### src/rtl/ber_disp_sched_if.sv
`default_nettype none
// ============================================================================
//  Module   : ber_disp_sched_if
//  Purpose  : Handshake bundle between the channel scheduler and the shared
//             BER display engine (start pulse, count snapshots, busy).
//  Revision : 1.0  initial release
// ============================================================================
interface ber_disp_sched_if;
   logic        ENG_START;
   logic [59:0] ENG_RECV_CNT;
   logic [63:0] ENG_ERR_CNT;
   logic        ENG_BUSY;

   // Scheduler side: issues work, observes busy
   modport master (
      output ENG_START,
      output ENG_RECV_CNT,
      output ENG_ERR_CNT,
      input  ENG_BUSY
   );

   // Engine side: accepts work, reports busy
   modport slave (
      input  ENG_START,
      input  ENG_RECV_CNT,
      input  ENG_ERR_CNT,
      output ENG_BUSY
   );
endinterface
`default_nettype wire

### src/rtl/ber_disp_sched.sv
`default_nettype none
// ============================================================================
//  Module   : ber_disp_sched
//  Purpose  : Round-robin scheduler sharing one BER display engine among four
//             channels. Each round snapshots a channel's counters, launches the
//             engine, waits for the result (with a watchdog) and keeps it on
//             the display for DWELL cycles.
//  Options  : BER_SCHED_HOLD_EN - adds input HOLD that freezes the dwell timer.
//  Revision : 1.0  initial release
// ============================================================================
module ber_disp_sched #(
   parameter logic [31:0] DWELL = 32'd50_000_000,
   parameter logic [15:0] WDOG  = 16'd4095
) (
   input  logic            RSTX,
   input  logic            CLK,
   input  logic            ENABLE,
   input  logic [3:0]      CH_VALID,
   input  logic [239:0]    RECV_CNT_ALL,
   input  logic [255:0]    ERR_CNT_ALL,
`ifdef BER_SCHED_HOLD_EN
   input  logic            HOLD,
`endif
   ber_disp_sched_if.master eng,
   output logic [1:0]      CH_SEL,
   output logic            DISP_VALID,
   output logic            WDOG_ERR
);

   typedef enum logic [2:0] {
      ST_IDLE   = 3'd0,
      ST_ARB    = 3'd1,
      ST_LAUNCH = 3'd2,
      ST_WAIT   = 3'd3,
      ST_DWELL  = 3'd4
   } state_t;

   state_t      r_state;
   logic        r_eng_start;
   logic [59:0] r_recv_snap;
   logic [63:0] r_err_snap;
   logic [1:0]  r_ch_sel;
   logic        r_disp_valid;
   logic        r_wdog_err;
   logic [31:0] r_dwell_cnt;
   logic [15:0] r_wdog_cnt;

   logic        w_hold;
   logic        w_found;
   logic [1:0]  w_pick;
   logic [1:0]  w_idx;
   logic [59:0] w_recv_sel;
   logic [63:0] w_err_sel;
   logic        w_dwell_last;
   logic        w_wdog_hit;

`ifdef BER_SCHED_HOLD_EN
   assign w_hold = HOLD;
`else
   assign w_hold = 1'b0;
`endif

   assign eng.ENG_START    = r_eng_start;
   assign eng.ENG_RECV_CNT = r_recv_snap;
   assign eng.ENG_ERR_CNT  = r_err_snap;
   assign CH_SEL           = r_ch_sel;
   assign DISP_VALID       = r_disp_valid;
   assign WDOG_ERR         = r_wdog_err;

   // Compare in one extra bit so DWELL/WDOG of zero never underflow.
   assign w_dwell_last = ({1'b0, r_dwell_cnt} + 33'd1) >= {1'b0, DWELL};
   assign w_wdog_hit   = ({1'b0, r_wdog_cnt}  + 17'd1) >= {1'b0, WDOG};

   // Round-robin search from last+1; the last channel is tried last.
   // Scanning downwards lets the nearest candidate overwrite the farther ones.
   always_comb begin
      w_found = 1'b0;
      w_pick  = r_ch_sel;
      w_idx   = r_ch_sel;
      for (int k = 4; k >= 1; k--) begin
         w_idx = r_ch_sel + k[1:0];
         if (CH_VALID[w_idx]) begin
            w_found = 1'b1;
            w_pick  = w_idx;
         end
      end
   end

   // Counter slices of the candidate channel.
   always_comb begin
      w_recv_sel = RECV_CNT_ALL[59:0];
      w_err_sel  = ERR_CNT_ALL[63:0];
      case (w_pick)
         2'd0: begin w_recv_sel = RECV_CNT_ALL[59:0];    w_err_sel = ERR_CNT_ALL[63:0];    end
         2'd1: begin w_recv_sel = RECV_CNT_ALL[119:60];  w_err_sel = ERR_CNT_ALL[127:64];  end
         2'd2: begin w_recv_sel = RECV_CNT_ALL[179:120]; w_err_sel = ERR_CNT_ALL[191:128]; end
         default: begin w_recv_sel = RECV_CNT_ALL[239:180]; w_err_sel = ERR_CNT_ALL[255:192]; end
      endcase
   end

   // Scheduler state machine with registered outputs.
   always_ff @(posedge CLK or negedge RSTX) begin
      if (!RSTX) begin
         r_state      <= ST_IDLE;
         r_eng_start  <= 1'b0;
         r_recv_snap  <= 60'd0;
         r_err_snap   <= 64'd0;
         r_ch_sel     <= 2'd3;
         r_disp_valid <= 1'b0;
         r_wdog_err   <= 1'b0;
         r_dwell_cnt  <= 32'd0;
         r_wdog_cnt   <= 16'd0;
      end else begin
         r_eng_start <= 1'b0;
         case (r_state)
            ST_IDLE: begin
               if (ENABLE) begin
                  r_state <= ST_ARB;
               end
            end

            // A stuck engine may still be busy after a watchdog expiry, so a
            // new launch also waits for the engine to go idle.
            ST_ARB: begin
               if (!ENABLE) begin
                  r_state <= ST_IDLE;
               end else if (w_found && !eng.ENG_BUSY) begin
                  r_ch_sel     <= w_pick;
                  r_recv_snap  <= w_recv_sel;
                  r_err_snap   <= w_err_sel;
                  r_disp_valid <= 1'b0;
                  r_eng_start  <= 1'b1;
                  r_state      <= ST_LAUNCH;
               end
            end

            ST_LAUNCH: begin
               r_wdog_cnt <= 16'd0;
               r_state    <= ST_WAIT;
            end

            // Engine raises busy in the first wait cycle, so idle here means done.
            ST_WAIT: begin
               if (!eng.ENG_BUSY) begin
                  r_disp_valid <= 1'b1;
                  r_wdog_cnt   <= 16'd0;
                  r_dwell_cnt  <= 32'd0;
                  r_state      <= ST_DWELL;
               end else if (w_wdog_hit) begin
                  r_wdog_err <= 1'b1;
                  r_wdog_cnt <= 16'd0;
                  r_state    <= ST_ARB;
               end else begin
                  r_wdog_cnt <= r_wdog_cnt + 16'd1;
               end
            end

            // HOLD freezes the timer; the display stays valid when stopping.
            ST_DWELL: begin
               if (!w_hold) begin
                  if (w_dwell_last) begin
                     r_dwell_cnt <= 32'd0;
                     r_state     <= ENABLE ? ST_ARB : ST_IDLE;
                  end else begin
                     r_dwell_cnt <= r_dwell_cnt + 32'd1;
                  end
               end
            end

            default: begin
               r_state <= ST_IDLE;
            end
         endcase
      end
   end

endmodule
`default_nettype wire

### src/flat_wrapper.sv
// flat-port wrapper written by rule: the top's interface ports become plain ports
module ber_disp_sched_flat 
#(
   parameter logic [31:0] DWELL = 32'd50_000_000,
   parameter logic [15:0] WDOG  = 16'd4095
)
  (RSTX, CLK, ENABLE, CH_VALID, RECV_CNT_ALL, ERR_CNT_ALL, CH_SEL, DISP_VALID, WDOG_ERR, eng_ENG_START, eng_ENG_RECV_CNT, eng_ENG_ERR_CNT, eng_ENG_BUSY);
  ber_disp_sched_if eng_i ();
  input  logic RSTX;
  input  logic CLK;
  input  logic ENABLE;
  input  logic [3:0] CH_VALID;
  input  logic [239:0] RECV_CNT_ALL;
  input  logic [255:0] ERR_CNT_ALL;
  output logic [1:0] CH_SEL;
  output logic DISP_VALID;
  output logic WDOG_ERR;
  output wire logic [$bits(eng_i.ENG_START)-1:0] eng_ENG_START;
  output wire logic [$bits(eng_i.ENG_RECV_CNT)-1:0] eng_ENG_RECV_CNT;
  output wire logic [$bits(eng_i.ENG_ERR_CNT)-1:0] eng_ENG_ERR_CNT;
  input wire logic [$bits(eng_i.ENG_BUSY)-1:0] eng_ENG_BUSY;
  assign eng_ENG_START = eng_i.ENG_START;
  assign eng_ENG_RECV_CNT = eng_i.ENG_RECV_CNT;
  assign eng_ENG_ERR_CNT = eng_i.ENG_ERR_CNT;
  assign eng_i.ENG_BUSY = eng_ENG_BUSY;
  ber_disp_sched #(.DWELL(DWELL), .WDOG(WDOG)) u_core (.RSTX(RSTX), .CLK(CLK), .ENABLE(ENABLE), .CH_VALID(CH_VALID), .RECV_CNT_ALL(RECV_CNT_ALL), .ERR_CNT_ALL(ERR_CNT_ALL), .eng(eng_i), .CH_SEL(CH_SEL), .DISP_VALID(DISP_VALID), .WDOG_ERR(WDOG_ERR));
endmodule
### config.mk
export PLATFORM = sky130hd
export DESIGN_NAME = ber_disp_sched_flat
export DESIGN_NICKNAME = d
export VERILOG_FILES = /design/src/rtl/ber_disp_sched_if.sv /design/src/rtl/ber_disp_sched.sv /design/src/flat_wrapper.sv
export SDC_FILE = /design/constraint.sdc
export NUM_CORES = 1
export LEC_CHECK = 0
export CORE_AREA = 3 3 246 248
export CTS_CLUSTER_DIAMETER = 120
export DETAILED_ROUTE_END_ITERATION = 7
export DIE_AREA = 0 0 249 251
export SLEW_MARGIN = 15
export SYNTH_ARGS = -nofsm -noshare
export SYNTH_HDL_FRONTEND = slang
export SYNTH_SLANG_ARGS = --single-unit
export TNS_END_PERCENT = 1
### constraint.sdc
create_clock -name CLK -period 3.1 [get_ports CLK]
set_input_delay 0.62 -clock CLK [delete_from_list [all_inputs] [get_ports CLK]]
set_output_delay 0.62 -clock CLK [all_outputs]
set_load 0.1 [all_outputs]
==> metrics.txt <==
Final Net Count between 2,000 and 3,000; synth top area cells dfrtp_1 (38%), nand2_1 (26%), o21ai_0 (12%); cts hold-fix bufs 0; gr usage total 15.8%; Worst EP arrival approximately 3.3 ns; Clock Tree Root clkbuf_16; placed cell area between 15,000 and 20,000 um2; DRC violations left 0; Skew-Pair Late Insertion Delay about 0.47 ns; # port buffers 632; most instantiated cells after synthesis nand2_1 (799), o21ai_0 (275), dfrtp_1 (178); Psw between 0.01 and 0.015 W; crit path capture type flop; run status complete, no violations; Std-Cell Rows 89; Synth area leader dfrtp_1; Max Root-Sink Buffers 2; Pwr Density approximately 970 nW/um2; Core Region approximately 59,000 um2; effective utilization at floorplan between 10% and 20%; Final Hold Vio Count 0; Sequential cell area between 4000 and 5000 um2; max-slew violation count 0; final core occ ~33%; Seq cells post-synth between 150 and 200; initial drt markers approximately 940; vias in the first global route 13,572; Comb pwr share roughly 68%; Pwr Total about 0.019 W; slowest stage delay, CP between 0.5 and 0.6 ns; Fmax between 0.3 and 0.4 GHz; P_int about 0.0077 W; Worst Setup Start Kind flop; P&R area growth vs syn 68.6%; Die ar. roughly 62,000 um2; CP required 3.45 ns; I/O pin cnt about 630; total negative slack 0 ns; IR drop worst, VDD ~0.55 mV; dominant register cell in the synthesized netlist dfrtp_1; share of the synthesized area in the top cell type 38.3%; total clock sinks between 150 and 200; worst clock skew 0.0167 ns; largest net degree at the start of global routing 93; 1st-pass router iterations 5; max cap viols 0; Synth Cell Area ~12,000 um2; WS Path Type flop to flop; HPWL after DPL 40,900 um; initial antenna violation count 1; routed wire length approximately 52,000 um; Max stage delay cell, worst path or4_4; final worst slack about 0.13 ns; # diodes 0; Syn Nets about 2,300; Fill cells 6,180; CTS Buf Count 17; Syn Inst Count around 1,800; clock edge transition at the registers on the reported setup and hold paths around 0.070 ns; Post-synth EDFFs 0; GR Overflow Total 0; most frequent cell after synthesis nand2_1; crit path time final 2.97 ns; worst slack, placed roughly 0.076 ns; Hold WC Path Type input pin to asynchronous set/reset pin; first-pass GRT wire length 77,700 um; LEAKAGE between 8 and 9 nW; Sw Ratio between 50% and 60%; Die Width 249 um; worst-path fanout max 6; Sequential Power Share 19.8%; fraction of layout cells with a size suffix above 1 11.5%; area occupied by multi-input gates 6640 um2; via/cell ratio between 4 and 5; period utilization about 96%; yosys warns 0; DRT antenna net count 0; syn avg cell area between 6 and 7 um2; worst-path cell chain buf_4, nand4_1, or4_4, nor3_4, xnor2_1, or4_4, o2111ai_4, clkbuf_16, nor4b_1, a211o_1; post-synthesis sequential area ratio 38.8%; H-tree depth 4; Synth async-reset ratio between 90% and 100%; Clock power frac 12.0%; final instance area about 20,000 um2; chip height between 200 and 300 um; Slew Limit Headroom 36.8%; DR vias between 10,000 and 15,000; GP Congestion ~0.96; setup violators final 0; Routed WL per cell between 15 and 20 um; post-synthesis cell type count 55; CTS tree yes; most frequent cell on the critical path or4_4; worst slew pin tran approximately 0.95 ns
==> registers in the layout, summed over array words and instances, names as in the netlist <==
| name | flops |
|---|---|
| u_core.r_dwell_cnt | 32 |
| u_core.CH_SEL | 2 |
| u_core.eng.ENG_ERR_CNT | 64 |
| u_core.WDOG_ERR | 1 |
| u_core.eng.ENG_RECV_CNT | 60 |
| u_core.eng.ENG_START | 1 |
| u_core.r_state | 3 |
| u_core.DISP_VALID | 1 |
| u_core.r_wdog_cnt | 16 |
==> worst max-delay path: cells and delay by family (launching register included) <==
kind / cells / cell delay, ns
AOI/OAI and AO/OA: 2 / 0.58
buffers and inverters: 2 / 0.37
and+or+nand+nor: 5 / 1.46
DFF: 1 / 0.36
xor gates and xnor gates: 1 / 0.09
==> worst paths after layout <==
check	startpoint	endpoint	slack, ns	cells after the start
setup / recovery	u_core.r_dwell_cnt[0]$_DFFE_PN0P_	u_core.r_dwell_cnt[2]$_DFFE_PN0P_	0.13	10
hold / removal	RSTX	u_core.eng.ENG_RECV_CNT[12]$_DFFE_PN0P_	0.19	1
setup reg to reg	u_core.r_dwell_cnt[0]$_DFFE_PN0P_	u_core.r_dwell_cnt[2]$_DFFE_PN0P_	0.13	10
hold reg to reg	u_core.WDOG_ERR$_DFFE_PN0P_	u_core.WDOG_ERR$_DFFE_PN0P_	0.48	2
max in group asynchronous	RSTX	u_core.eng.ENG_ERR_CNT[20]$_DFFE_PN0P_	2.15	2
min in group CLK	u_core.WDOG_ERR$_DFFE_PN0P_	u_core.WDOG_ERR$_DFFE_PN0P_	0.48	2
==> kinds of logic (layout without fill, tap and decap cells) <==
group                    after synthesis  after routing  synth area share (%)
adder cells (fa/ha/maj)                4              4                 0.431
flip-flops                           180            180                  38.8
XOR/XNOR                               3              3                 0.226
AO/OA/AOI/OAI                        353            353                  16.8
AND/OR/NAND/NOR                     1066           1066                  38.3
buffers and inverters                144            757                  4.93
multiplexers                           6              6                 0.527
==> cell usage in the layout (no fill, tap or decap), drive strengths merged, types with 16 or more instances in the layout <==
cell / instances
clkdlybuf4s50: 502
clkbuf: 20
nand3: 141
o21ai: 276
inv: 16
nand2: 799
a21oi: 18
buf: 210
dfrtp: 178
nor2: 32
==> power groups by stage <==
stage	clock [W]	combinational, W	sequential, W
2_1_floorplan	0	0.00357	0.00911
6_report	0.00228	0.0129	0.00376
3_5_place_dp	0	0.0130	0.00379
3_3_place_gp	0	0.0129	0.00375
4_1_cts	0.00241	0.0130	0.00377
5_1_grt	0.00248	0.0138	0.00388
==> through the flow <==
step,cells,hold slack [ns]
after floorplan,1756,0.324
after global placement,3102,0.459
after detailed placement,3102,0.462
after CTS,3134,0.155
after global routing,3142,0.199
final,3142,0.188
==> per-layer routing <==
layer | routed length (um) | vias to the layer above | global-route usage (%)
met4 | 1400 | 2 | 5.50
li1 | - | 7019 | -
met5 | 9 | - | 0
met2 | 26000 | 432 | 27.4
met1 | 21100 | 6383 | 18.8
met3 | 3180 | 61 | 4.38
==> what timing repair did <==
item	CTS	global route
endpoints found under the setup margin	0	25
gates resized for setup	0	17
endpoints found under the hold margin	0	0
setup buffers	0	6
==> layout make-up <==
| type | instances | share of cell area, % |
|---|---|---|
| timing repair buffer | 715 | 35.0 |
| multi-input combinational | 1432 | 33.9 |
| sequential | 180 | 23.0 |
| tap | 773 | 4.93 |
| clock buffer | 17 | 2.17 |
| clock inverter | 15 | 0.887 |
| inverter | 10 | 0.191 |
Power figures use the tool's default switching activity.
